==> config.mk <==
export PLATFORM = sky130hd
export DESIGN_NAME = cv32e40x_xif_result_buffer_flat
export DESIGN_NICKNAME = d
export VERILOG_FILES = /design/src/rtl/cv32e40x_xif_result_buffer_if.sv /design/src/rtl/cv32e40x_xif_result_buffer.sv /design/src/flat_wrapper.sv
export SDC_FILE = /design/constraint.sdc
export NUM_CORES = 1
export LEC_CHECK = 0
export CORE_MARGIN = 2
export CORE_UTILIZATION = 38
export DETAILED_ROUTE_END_ITERATION = 8
export PLACE_DENSITY = 0.54
export SETUP_SLACK_MARGIN = 0.4
export SLEW_MARGIN = 20
export SYNTH_ARGS = -nofsm -noshare
export SYNTH_HDL_FRONTEND = slang
export SYNTH_SLANG_ARGS = --single-unit
==> constraint.sdc <==
create_clock -name clk -period 7 [get_ports clk]
set_input_delay 1.05 -clock clk [delete_from_list [all_inputs] [get_ports clk]]
set_output_delay 1.05 -clock clk [all_outputs]
set_load 0.02 [all_outputs]
==> src/rtl/cv32e40x_xif_result_buffer_if.sv <==
// Handshake bundle between the AES FU, the core commit interface and the XIF result channel.
// master drives FU results, commits and result_ready; slave is the result buffer.
interface cv32e40x_xif_result_buffer_if #(
  parameter int unsigned DEPTH       = 4,
  parameter int unsigned X_ID_WIDTH  = 4,
  parameter int unsigned X_RFW_WIDTH = 32
);
  localparam int unsigned CNT_W = $clog2(DEPTH) + 1;

  logic                   fu_valid;
  logic                   fu_ready;
  logic [X_ID_WIDTH-1:0]  fu_id;
  logic [X_RFW_WIDTH-1:0] fu_data;
  logic [4:0]             fu_rd;
  logic                   fu_we;

  logic                   commit_valid;
  logic [X_ID_WIDTH-1:0]  commit_id;
  logic                   commit_kill;

  logic                   result_valid;
  logic                   result_ready;
  logic [X_ID_WIDTH-1:0]  result_id;
  logic [X_RFW_WIDTH-1:0] result_data;
  logic [4:0]             result_rd;
  logic                   result_we;

  logic [CNT_W-1:0]       count;

  modport master (
    output fu_valid, fu_id, fu_data, fu_rd, fu_we,
    output commit_valid, commit_id, commit_kill,
    output result_ready,
    input  fu_ready, result_valid, result_id, result_data, result_rd, result_we, count
  );

  modport slave (
    input  fu_valid, fu_id, fu_data, fu_rd, fu_we,
    input  commit_valid, commit_id, commit_kill,
    input  result_ready,
    output fu_ready, result_valid, result_id, result_data, result_rd, result_we, count
  );
endinterface

==> src/rtl/cv32e40x_xif_result_buffer.sv <==
// In-order result FIFO between the AES FU and the XIF result channel; holds each result
// until its ID is committed (then presented) or killed (then silently dropped).
module cv32e40x_xif_result_buffer #(
  parameter int unsigned DEPTH       = 4,
  parameter int unsigned X_ID_WIDTH  = 4,
  parameter int unsigned X_RFW_WIDTH = 32
) (
  input logic                            clk,
  input logic                            rst,
  cv32e40x_xif_result_buffer_if.slave    bus
);
  localparam int unsigned PTR_W   = $clog2(DEPTH);
  localparam int unsigned CNT_W   = PTR_W + 1;
  localparam int unsigned NUM_IDS = 2 ** X_ID_WIDTH;

  typedef enum logic [1:0] {
    HEAD_WAIT = 2'd0,
    HEAD_SEND = 2'd1,
    HEAD_DROP = 2'd2
  } head_state_e;

  logic [X_ID_WIDTH-1:0]  ent_id   [DEPTH];
  logic [X_RFW_WIDTH-1:0] ent_data [DEPTH];
  logic [4:0]             ent_rd   [DEPTH];
  logic                   ent_we   [DEPTH];
  logic                   ent_vld  [DEPTH];
  logic                   ent_cmt  [DEPTH];
  logic                   ent_kill [DEPTH];

  logic                   cmt_seen [NUM_IDS];
  logic                   cmt_kill [NUM_IDS];

  logic [PTR_W-1:0]       wr_ptr;
  logic [PTR_W-1:0]       rd_ptr;
  logic [CNT_W-1:0]       count_q;

  head_state_e            head_state;
  logic [X_ID_WIDTH-1:0]  head_id;
  logic                   ready_int;
  logic                   push;
  logic                   pop;
  logic                   commit_new;
  logic                   push_cmt;
  logic                   push_kill;

  // Head decode: the head entry's commit flags alone choose wait/present/drop.
  always_comb begin
    head_state = HEAD_WAIT;
    head_id    = ent_id[rd_ptr];
    if ((count_q != '0) && ent_cmt[rd_ptr]) begin
      head_state = ent_kill[rd_ptr] ? HEAD_DROP : HEAD_SEND;
    end
  end

  // Handshake qualifiers and commit flags for the entry being written this cycle.
  always_comb begin
    ready_int  = (count_q != CNT_W'(DEPTH));
    push       = bus.fu_valid && ready_int;
    pop        = ((head_state == HEAD_SEND) && bus.result_ready) || (head_state == HEAD_DROP);
    commit_new = bus.commit_valid && !cmt_seen[bus.commit_id];
    push_cmt   = cmt_seen[bus.fu_id];
    push_kill  = cmt_kill[bus.fu_id];
    if (commit_new && (bus.commit_id == bus.fu_id)) begin
      push_cmt  = 1'b1;
      push_kill = bus.commit_kill;
    end else if (pop && (head_id == bus.fu_id)) begin
      // The head's ID is being released on this edge, so a reuse starts uncommitted.
      push_cmt  = 1'b0;
      push_kill = 1'b0;
    end
  end

  always_ff @(posedge clk) begin
    if (rst) begin
      wr_ptr  <= '0;
      rd_ptr  <= '0;
      count_q <= '0;
      for (int i = 0; i < int'(DEPTH); i++) begin
        ent_id[i]   <= '0;
        ent_data[i] <= '0;
        ent_rd[i]   <= '0;
        ent_we[i]   <= 1'b0;
        ent_vld[i]  <= 1'b0;
        ent_cmt[i]  <= 1'b0;
        ent_kill[i] <= 1'b0;
      end
      for (int j = 0; j < int'(NUM_IDS); j++) begin
        cmt_seen[j] <= 1'b0;
        cmt_kill[j] <= 1'b0;
      end
    end else begin
      if (pop) begin
        cmt_seen[head_id] <= 1'b0;
        cmt_kill[head_id] <= 1'b0;
        ent_vld[rd_ptr]   <= 1'b0;
        rd_ptr            <= rd_ptr + PTR_W'(1);
      end
      if (commit_new) begin
        cmt_seen[bus.commit_id] <= 1'b1;
        cmt_kill[bus.commit_id] <= bus.commit_kill;
      end
      // Late commits resolve entries already queued under that ID.
      for (int i = 0; i < int'(DEPTH); i++) begin
        if (commit_new && ent_vld[i] && !ent_cmt[i] && (ent_id[i] == bus.commit_id)) begin
          ent_cmt[i]  <= 1'b1;
          ent_kill[i] <= bus.commit_kill;
        end
      end
      if (push) begin
        ent_id[wr_ptr]   <= bus.fu_id;
        ent_data[wr_ptr] <= bus.fu_data;
        ent_rd[wr_ptr]   <= bus.fu_rd;
        ent_we[wr_ptr]   <= bus.fu_we;
        ent_vld[wr_ptr]  <= 1'b1;
        ent_cmt[wr_ptr]  <= push_cmt;
        ent_kill[wr_ptr] <= push_kill;
        wr_ptr           <= wr_ptr + PTR_W'(1);
      end
      count_q <= count_q + CNT_W'(push) - CNT_W'(pop);
    end
  end

  // Outputs come only from state; payload is zeroed unless presenting, so killed data never leaks.
  assign bus.fu_ready     = ready_int;
  assign bus.count        = count_q;
  assign bus.result_valid = (head_state == HEAD_SEND);
  assign bus.result_id    = (head_state == HEAD_SEND) ? ent_id[rd_ptr]   : '0;
  assign bus.result_data  = (head_state == HEAD_SEND) ? ent_data[rd_ptr] : '0;
  assign bus.result_rd    = (head_state == HEAD_SEND) ? ent_rd[rd_ptr]   : '0;
  assign bus.result_we    = (head_state == HEAD_SEND) ? ent_we[rd_ptr]   : 1'b0;

endmodule

==> src/flat_wrapper.sv <==
// flat-port wrapper written by rule: the top's interface ports become plain ports
module cv32e40x_xif_result_buffer_flat 
#(
  parameter int unsigned DEPTH       = 4,
  parameter int unsigned X_ID_WIDTH  = 4,
  parameter int unsigned X_RFW_WIDTH = 32
)
  (clk, rst, bus_fu_valid, bus_fu_id, bus_fu_data, bus_fu_rd, bus_fu_we, bus_commit_valid, bus_commit_id, bus_commit_kill, bus_result_ready, bus_fu_ready, bus_result_valid, bus_result_id, bus_result_data, bus_result_rd, bus_result_we, bus_count);
  cv32e40x_xif_result_buffer_if #(.DEPTH(DEPTH), .X_ID_WIDTH(X_ID_WIDTH), .X_RFW_WIDTH(X_RFW_WIDTH)) bus_i ();
  input logic clk;
  input logic rst;
  input wire logic [$bits(bus_i.fu_valid)-1:0] bus_fu_valid;
  input wire logic [$bits(bus_i.fu_id)-1:0] bus_fu_id;
  input wire logic [$bits(bus_i.fu_data)-1:0] bus_fu_data;
  input wire logic [$bits(bus_i.fu_rd)-1:0] bus_fu_rd;
  input wire logic [$bits(bus_i.fu_we)-1:0] bus_fu_we;
  input wire logic [$bits(bus_i.commit_valid)-1:0] bus_commit_valid;
  input wire logic [$bits(bus_i.commit_id)-1:0] bus_commit_id;
  input wire logic [$bits(bus_i.commit_kill)-1:0] bus_commit_kill;
  input wire logic [$bits(bus_i.result_ready)-1:0] bus_result_ready;
  output wire logic [$bits(bus_i.fu_ready)-1:0] bus_fu_ready;
  output wire logic [$bits(bus_i.result_valid)-1:0] bus_result_valid;
  output wire logic [$bits(bus_i.result_id)-1:0] bus_result_id;
  output wire logic [$bits(bus_i.result_data)-1:0] bus_result_data;
  output wire logic [$bits(bus_i.result_rd)-1:0] bus_result_rd;
  output wire logic [$bits(bus_i.result_we)-1:0] bus_result_we;
  output wire logic [$bits(bus_i.count)-1:0] bus_count;
  assign bus_i.fu_valid = bus_fu_valid;
  assign bus_i.fu_id = bus_fu_id;
  assign bus_i.fu_data = bus_fu_data;
  assign bus_i.fu_rd = bus_fu_rd;
  assign bus_i.fu_we = bus_fu_we;
  assign bus_i.commit_valid = bus_commit_valid;
  assign bus_i.commit_id = bus_commit_id;
  assign bus_i.commit_kill = bus_commit_kill;
  assign bus_i.result_ready = bus_result_ready;
  assign bus_fu_ready = bus_i.fu_ready;
  assign bus_result_valid = bus_i.result_valid;
  assign bus_result_id = bus_i.result_id;
  assign bus_result_data = bus_i.result_data;
  assign bus_result_rd = bus_i.result_rd;
  assign bus_result_we = bus_i.result_we;
  assign bus_count = bus_i.count;
  cv32e40x_xif_result_buffer #(.DEPTH(DEPTH), .X_ID_WIDTH(X_ID_WIDTH), .X_RFW_WIDTH(X_RFW_WIDTH)) u_core (.clk(clk), .rst(rst), .bus(bus_i));
endmodule
==> results of run 1 <==
-- cells by family (layout without fill, tap and decap cells) --
logic type      Yosys count  after routing  synth area share (%)
xor+xnor                 29             29                  2.36
simple gates            317            317                  17.2
compound gates           74             74                  5.70
buf+inv                  68            168                  2.79
mux                      61             61                  12.5
flops                   221            221                  58.6
fa+ha+maj                 7              7                 0.882
-- critical path, delay by kind of cell, from the launching register on --
kind                   cells  cell delay, ns
muxes                      1            0.64
DFF                        1            0.97
and+or+nand+nor            2            0.81
buffers and inverters      2            1.10
-- placed cells by master, fill, tap and decap left out, drive strengths merged, types with 11 or more instances in the layout --
cell           Yosys  routed
buf               15      11
nor2              30      30
xor2              13      13
xnor2             16      16
dfxtp             32      32
a2bb2o            15      15
edfxtp           189     189
nand3             11      11
mux4              58      58
nand2             28      28
clkdlybuf4s50      0      98
inv               15      15
and2             168     168
nor2b             45      45
a21oi             12      12
o21ai             17      17
clkbuf            38      31
-- report_power, final --
part / internal (mW) / switching [mW] / total (mW)
clock: 0.866 / 0.513 / 1.38
combinational: 0.196 / 0.245 / 0.441
sequential: 1.57 / 0.0495 / 1.62
-- per-stage QoR --
| stage | worst slack, ns | hold slack (ns) |
|---|---|---|
| after floorplan | 2.22 | 0.441 |
| after global placement | 2.36 | 0.455 |
| after detailed placement | 2.22 | 0.476 |
| after CTS | 1.66 | 0.496 |
| after global routing | 1.48 | 0.513 |
| final | 1.83 | 0.496 |
-- path summary, 6_finish.rpt --
| kind | to | slack, ns | cells past startpoint |
|---|---|---|---|
| worst min register to register | u_core.ent_cmt[1]$_DFF_P_ | 0.50 | 2 |
| worst max register to register | u_core.bus.count[2]$_SDFF_PP0_ | 3.52 | 9 |
| worst max-delay path | bus_result_id[3] | 1.83 | 5 |
| worst min-delay path | u_core.ent_cmt[1]$_DFF_P_ | 0.50 | 2 |
-- layout make-up --
| cell class | instances | share of cell area, % |
|---|---|---|
| sequential | 221 | 48.7 |
| multi-input combinational | 488 | 32.3 |
| timing repair buffer | 109 | 8.20 |
| clock buffer | 31 | 5.23 |
| tap | 378 | 3.64 |
| clock inverter | 13 | 1.48 |
| inverter | 15 | 0.434 |
-- state kept, by name, indices dropped and copies added, names as in the netlist, named ones only --
| name | cells |
|---|---|
| u_core.ent_kill | 4 |
| u_core.cmt_seen | 16 |
| u_core.rd_ptr | 2 |
| u_core.ent_data | 128 |
| u_core.ent_vld | 4 |
| u_core.wr_ptr | 2 |
| u_core.ent_id | 16 |
| u_core.cmt_kill | 16 |
| u_core.ent_we | 4 |
| u_core.bus.count | 3 |
| u_core.ent_rd | 20 |
| u_core.ent_cmt | 4 |
-- routing by layer --
layer | vias to the layer above | routed length (um) | track usage (%)
li1 | 3026 | - | -
met1 | 3278 | 11000 | 23.3
met2 | 178 | 13200 | 31.3
met3 | 32 | 1210 | 2.31
met4 | 2 | 421 | 3.69
met5 | - | 13 | 0
==> out/qor.txt, run 1 <==
critical path arrival: 4.12 ns
largest net degree at the start of global routing: 46
hold buffer count at CTS: 0
Tcrit/Tclk final: 73.8%
CP peak stage delay: 0.97 ns
layout cell share with drive strength beyond 1: 14.9%
diode count: 0
Leak: 4.53 nW
CTS buffer count: 25
maximum root-to-sink buffer count: 3
Clock Skew: 0.0136 ns
Crit. End Element: output pin
top cells by area, synth: edfxtp_1 53%, mux4_2 11%, and2_1 9.7%
final-stage net count: 919
DIE HEIGHT: 172 um
vias per inst: 5.19
post-synth cell types: 62
clk root buf: clkbuf_16
synthesized area: 0.0108 mm^2
Slew @ Worst Pin: 0.979 ns
Core Util, Final: 46.6%
Final Hold Viols: 0
Sink Count: 221
die width: 172 um
WS Path Type: reg -> out
total die area: 0.0297 mm^2
vias in the first global route: 6901
DRC viols: 0
Tmin final: 5.17 ns
sequential cell area: 0.00632 mm^2
crit start category: flip-flop
post-synth top area share: 52.6%
max-slew violations: 0
DR pass1 iterations: 4
Synth area leader: edfxtp_1
hold wc startpoint: u_core.ent_cmt[1]$_DFF_P_
Total Power: 3.44 mW
RSZ-0062 raised after global routing: no
Layout Cells excl Fill: 1255
critical path data required time: 5.95 ns
placed cell count: 1211
total number of vias: 6516
Seq/Total Area, Yosys: 58.6%
standard-cell rows: 61
# IOs: 99
syn nets: 836
first-pass GRT wire length: 39.6 mm
Port Buffers: 98
Max-Cap Viols: 0
Power Dens Cells: 265 mW/mm^2
Final HPWL DP: 16.2 mm
Clock Pin Slew Worst Setup and Hold Paths: 0.06 ns
number of synthesized flops with an enable pin: 189
area of the multi-input gates: 0.00419 mm^2
post_cts resized: 0
setup TNS: 0 ns
status: finished clean
post-route cell area: 0.0130 mm^2
relative slew slack: 34.7%
worst skew pair latency: 0.51 ns
placed inst area: 0.0121 mm^2
Critical-path top delay cell: dfxtp_4
WL final: 25.8 mm
ANT nets after route: 0
Async SR Flop Fraction: 0%
grt total ovfl: 0
Achievable Freq: 0.194 GHz
WL per Instance: 20.5 um
Initial Util: 38.7%
CTS tree: done
Primary FF master, synth: edfxtp_1
Post-synth top cells: 189 x edfxtp_1, 168 x and2_1, 55 x mux4_2
drt initial violations: 367
initial antenna violation count: 1
yosys warns: 0
Post-CTS Setup Bufs: 0
Synth Instances: 777
final setup vio count: 0
ordered list of cells on the worst path: mux4_2, nand3b_1, buf_4, nor2b_1, clkdlybuf4s50_1
H-tree depth: 1
Avg Synthesized Cell Area: 13.9 um^2
routability congestion estimate from global placement: 0.845
Peak VDD IR: 0.152 mV
total track usage: 17.7%
# fillers: 2443
number of register bits inferred by synthesis: 221
area grow syn2layout: 20.4%
most common cell in the netlist: edfxtp_1
total core area: 0.0279 mm^2
Hold Crit Class: reg -> reg
critical-path maximum fanout: 45
(Power assumes the default switching activity.)
==> inputs of run 2 (changes only) <==
--- a/config.mk
+++ b/config.mk
@@ -8,7 +8,7 @@
 export CORE_MARGIN = 2
 export CORE_UTILIZATION = 38
 export DETAILED_ROUTE_END_ITERATION = 8
-export PLACE_DENSITY = 0.54
+export PLACE_DENSITY = 0.56
 export SETUP_SLACK_MARGIN = 0.4
 export SLEW_MARGIN = 20
 export SYNTH_ARGS = -nofsm -noshare
==> constraint.sdc (replaced) <==
create_clock -name clk -period 4.7 [get_ports clk]
set_input_delay 0.705 -clock clk [delete_from_list [all_inputs] [get_ports clk]]
set_output_delay 0.705 -clock clk [all_outputs]
set_load 0.02 [all_outputs]
==> out/qor.txt, run 2 (synthesis gave the netlist of run 1 again) <==
routability congestion estimate from global placement: 0.809
setup TNS: 0 ns
Max-Cap Viols: 0
Initial Util: 38.7%
first-pass GRT wire length: 38.5 mm
Largest regs: u_core.ent_data (128), u_core.ent_rd (20)
Sink Count: 221
Seq pwr share: 46.9%
Largest register FFs: 128
final setup vio count: 0
Peak VDD IR: 0.275 mV
Hold Crit Class: reg -> reg
Leak: 4.58 nW
setup slack at placement: 0.993 ns
DIE HEIGHT: 172 um
Power Dens Cells: 392 mW/mm^2
# IOs: 99
hold buffer count at CTS: 0
Port Buffers: 98
Int Pwr: 3.91 mW
worst skew pair latency: 0.52 ns
total core area: 0.0279 mm^2
WS Path Type: reg -> out
total track usage: 17.3%
vias in the first global route: 6404
Layout Cells excl Fill: 1265
total die area: 0.0297 mm^2
register with the most flip-flops: u_core.ent_data
critical path arrival: 3.16 ns
largest net degree at the start of global routing: 45
placed cell count: 1218
Final WS setup: 0.837 ns
clk root buf: clkbuf_16
clock network power share: 40.1%
diode count: 0
Slew @ Worst Pin: 0.877 ns
commonest non-fill, non-tap cell in the layout: edfxtp_1
post_cts resized: 0
switching power: 1.21 mW
critical path data required time: 3.99 ns
H-tree depth: 1
Critical-path top delay cell: dfxtp_4
Crit. End Element: output pin
initial antenna violation count: 0
area of the multi-input gates: 0.00419 mm^2
standard-cell rows: 61
grt total ovfl: 0
CP peak stage delay: 0.62 ns
ordered list of cells on the worst path: mux4_2, nand3b_1, buf_4, nor2b_1, clkdlybuf4s50_1
Clock Pin Slew Worst Setup and Hold Paths: 0.06 ns
drt initial violations: 577
final-stage net count: 928
Final Hold Viols: 0
relative slew slack: 41.3%
layout cell share with drive strength beyond 1: 16.3%
Final HPWL DP: 16.0 mm
maximum root-to-sink buffer count: 3
critical-path maximum fanout: 35
status: finished clean
crit start category: flip-flop
vias per inst: 5.15
total number of vias: 6513
Clock Skew: 0.00811 ns
Core Util, Final: 46.8%
CTS buffer count: 25
DR pass1 iterations: 5
Tcrit/Tclk final: 82.2%
Achievable Freq: 0.259 GHz
ANT nets after route: 0
hold wc startpoint: u_core.cmt_seen[4]$_DFF_P_
DRC viols: 0
max-slew violations: 0
die width: 172 um
area grow syn2layout: 21.0%
WL per Instance: 20.0 um
Tmin final: 3.86 ns
sequential cell area: 0.00632 mm^2
Switching Share: 23.7%
RSZ-0062 raised after global routing: no
CTS tree: done
# fillers: 2508
combinational share of power: 13.0%
WL final: 25.4 mm
highest-count cells in the layout ignoring fill and taps: 189 x edfxtp_1, 168 x and2_1, 98 x clkdlybuf4s50_1
==> run 2: cell count changes in the layout (fill, tap and decap cells not counted) <==
cell and change:
buf_4 +9, clkinv_2 +7, clkinv_1 -3, clkbuf_1 -1, clkbuf_8 -1, clkinv_4 -1
clkinvlp_4 -1, inv_6 +1
==> run 2: layout make-up <==
type | instances | share of cell area [%]
clock inverter | 16 | 1.59
timing repair buffer | 118 | 8.67
inverter | 15 | 0.432
multi-input combinational | 488 | 32.2
tap | 378 | 3.63
sequential | 221 | 48.5
clock buffer | 29 | 5.06
==> run 2: power groups by stage <==
stage	Clock, mW	Combinational (mW)	Sequential (mW)
floorplan	0	0.425	2.43
global route	2.16	0.726	2.42
finish	2.05	0.663	2.40
detailed placement	0	0.673	2.44
CTS	2.10	0.676	2.40
global placement	0	0.670	2.44
==> run 2: critical path: cells and delay by family, from the launching register on <==
| family | cells | cell delay (ns) |
|---|---|---|
| and+or+nand+nor | 2 | 0.45 |
| buffers and inverters | 2 | 0.93 |
| DFF | 1 | 0.62 |
| muxes | 1 | 0.60 |
==> run 2: layer usage <==
layer | vias to the layer above | global-route usage, % | part of all wire, %
met1 | 3250 | 23.6 | 44
met3 | 32 | 3.34 | 5.9
met5 | - | 0 | 0
li1 | 3047 | - | -
met2 | 184 | 28.5 | 48
met4 | 0 | 4.24 | 1.7
==> run 2: metrics by stage <==
stage	total power [mW]	hold WS [ns]	instance area, um^2
5_1_grt	5.31	0.516	13000
3_3_place_gp	3.11	0.465	12200
3_5_place_dp	3.12	0.480	12200
4_1_cts	5.17	0.493	13000
6_report	5.12	0.485	13000
2_1_floorplan	2.85	0.441	10800
==> run 2: path summary, 6_finish.rpt <==
kind / to / slack, ns / cells after the start
worst max-delay path: bus_result_data[22] / 0.84 / 5
worst min-delay path: u_core.cmt_seen[4]$_DFF_P_ / 0.48 / 1
worst max register to register: u_core.bus.count[2]$_SDFF_PP0_ / 1.69 / 9
worst min register to register: u_core.cmt_seen[4]$_DFF_P_ / 0.48 / 1
==> run 2: what timing repair did <==
item | 4_1_cts | 5_1_grt
setup endpoints to repair | 0 | 35
hold endpoints to repair | 0 | 0
setup buffers | 0 | 2
==> inputs of run 3 (changes only) <==
--- a/config.mk
+++ b/config.mk
@@ -8,7 +8,7 @@
 export CORE_MARGIN = 2
 export CORE_UTILIZATION = 38
 export DETAILED_ROUTE_END_ITERATION = 8
-export PLACE_DENSITY = 0.56
+export PLACE_DENSITY = 0.54
 export SETUP_SLACK_MARGIN = 0.4
 export SLEW_MARGIN = 20
 export SYNTH_ARGS = -nofsm -noshare
==> constraint.sdc (replaced) <==
create_clock -name clk -period 3.6 [get_ports clk]
set_input_delay 0.54 -clock clk [delete_from_list [all_inputs] [get_ports clk]]
set_output_delay 0.54 -clock clk [all_outputs]
set_load 0.02 [all_outputs]
==> out/qor.txt, run 3 (synthesis gave the netlist of run 1 again) <==
DR pass1 iterations: 5
Layout Cells excl Fill: 1265
Port Buffers: 98
WS Path Type: reg -> out
Power Dens Cells: 504 mW/mm^2
DRC viols: 0
H-tree depth: 1
Tmin final: 3.29 ns
WL per Instance: 21.2 um
placed cell count: 1220
total track usage: 18.3%
Hold Crit Class: reg -> reg
register with the most flip-flops: u_core.ent_data
WL final: 26.8 mm
Post-CTS Setup Bufs: 0
diode count: 0
area of the multi-input gates: 0.00419 mm^2
switching power: 1.58 mW
Int Pwr: 4.99 mW
Slew @ Worst Pin: 0.725 ns
ANT nets after route: 0
Largest register FFs: 128
Sink Count: 221
Seq pwr share: 47.7%
die width: 172 um
crit start category: flip-flop
initial antenna violation count: 0
routability congestion estimate from global placement: 0.891
first-pass GRT wire length: 40.7 mm
CTS tree: done
vias per inst: 5.30
Clock Skew: 0.0135 ns
setup TNS: 0 ns
hold buffer count at CTS: 0
total number of vias: 6700
grt total ovfl: 0
worst skew pair latency: 0.52 ns
largest net degree at the start of global routing: 45
Achievable Freq: 0.304 GHz
Leak: 4.87 nW
area grow syn2layout: 20.9%
layout cell share with drive strength beyond 1: 15.9%
drt initial violations: 560
sequential cell area: 0.00632 mm^2
Final HPWL DP: 16.6 mm
final-stage net count: 928
max-slew violations: 0
Initial Util: 38.7%
vias in the first global route: 7107
hold wc startpoint: u_core.ent_cmt[1]$_DFF_P_
Max-Cap Viols: 0
total core area: 0.0279 mm^2
status: finished clean
Switching Share: 24.1%
final setup vio count: 0
Peak VDD IR: 0.291 mV
total die area: 0.0297 mm^2
relative slew slack: 51.7%
# IOs: 99
Final Hold Viols: 0
commonest non-fill, non-tap cell in the layout: edfxtp_1
standard-cell rows: 61
clock network power share: 38.8%
# fillers: 2496
Tcrit/Tclk final: 91.4%
clk root buf: clkbuf_16
critical path data required time: 3.06 ns
DIE HEIGHT: 172 um
highest-count cells in the layout ignoring fill and taps: 189 x edfxtp_1, 168 x and2_1, 62 x clkdlybuf4s50_1
critical path arrival: 2.75 ns
Clock Pin Slew Worst Setup and Hold Paths: 0.06 ns
CTS buffer count: 25
critical-path maximum fanout: 43
Crit. End Element: output pin
RSZ-0062 raised after global routing: yes
Largest regs: u_core.ent_data (128), u_core.ent_rd (20)
combinational share of power: 13.4%
maximum root-to-sink buffer count: 3
-- run 3: cell types whose count changed in the layout (fill, tap and decap cells not counted), sizes merged, moves of 2 or more --
cell | before | now
bufinv | 5 | 3
clkbuf | 29 | 32
clkdlybuf4s50 | 98 | 62
dlygate4sd2 | 0 | 27
dlymetal6s2s | 0 | 9
-- run 3: stage by stage --
step                      instance area [um^2]  setup WS (ns)  hold slack [ns]  power (mW)  util [%]
after floorplan                          10800          0.408            0.441        3.72         -
after global placement                   12200          0.408            0.469        4.05      43.8
after detailed placement                 12200          0.314            0.488        4.08      43.8
after CTS                                13000          0.233            0.506        6.64      46.7
after global routing                     13000          0.200            0.532        6.82      46.8
final                                    13000          0.308            0.507        6.57      46.8
-- run 3: worst paths after layout --
| check | end | slack (ns) | cells past startpoint |
|---|---|---|---|
| hold reg to reg | u_core.ent_cmt[1]$_DFF_P_ | 0.51 | 2 |
| hold / removal | u_core.ent_cmt[1]$_DFF_P_ | 0.51 | 2 |
| setup / recovery | bus_result_id[3] | 0.31 | 4 |
| setup reg to reg | u_core.bus.count[2]$_SDFF_PP0_ | 0.87 | 9 |
-- run 3: routing by layer --
| metal | vias to the layer above | track usage [%] | routed length, um |
|---|---|---|---|
| li1 | 3037 | - | - |
| met1 | 3389 | 23.8 | 11300 |
| met2 | 228 | 32.2 | 13500 |
| met3 | 46 | 2.70 | 1540 |
| met4 | 0 | 4.82 | 524 |
| met5 | - | 0 | 0 |
-- run 3: critical path: stages (launching register included) --
cell and delay [ns]:
dfxtp_4 0.39, buf_16 0.33, mux4_2 0.72, nor2b_1 0.19, clkdlybuf4s50_1 0.59
-- run 3: layout make-up --
cell class,instances,share of cell area (%)
multi-input cells,488,32.2
clock buffers,32,5.23
clock inverters,13,1.09
inverters,15,0.432
well taps,378,3.63
repair buffers,118,8.96
flip-flops and latches,221,48.5
-- run 3: repair_timing --
action,4_1_cts,5_1_grt
endpoints found under the setup margin,42,16
resized for setup,28,10
pin swaps,0,0
-- run 3: power by group through the flow --
stage / sequential [mW] / combinational, mW / clock, mW
detailed placement: 3.19 / 0.892 / 0
finish: 3.13 / 0.882 / 2.55
global placement: 3.17 / 0.878 / 0
global route: 3.15 / 0.963 / 2.70
floorplan: 3.17 / 0.556 / 0
CTS: 3.14 / 0.894 / 2.60
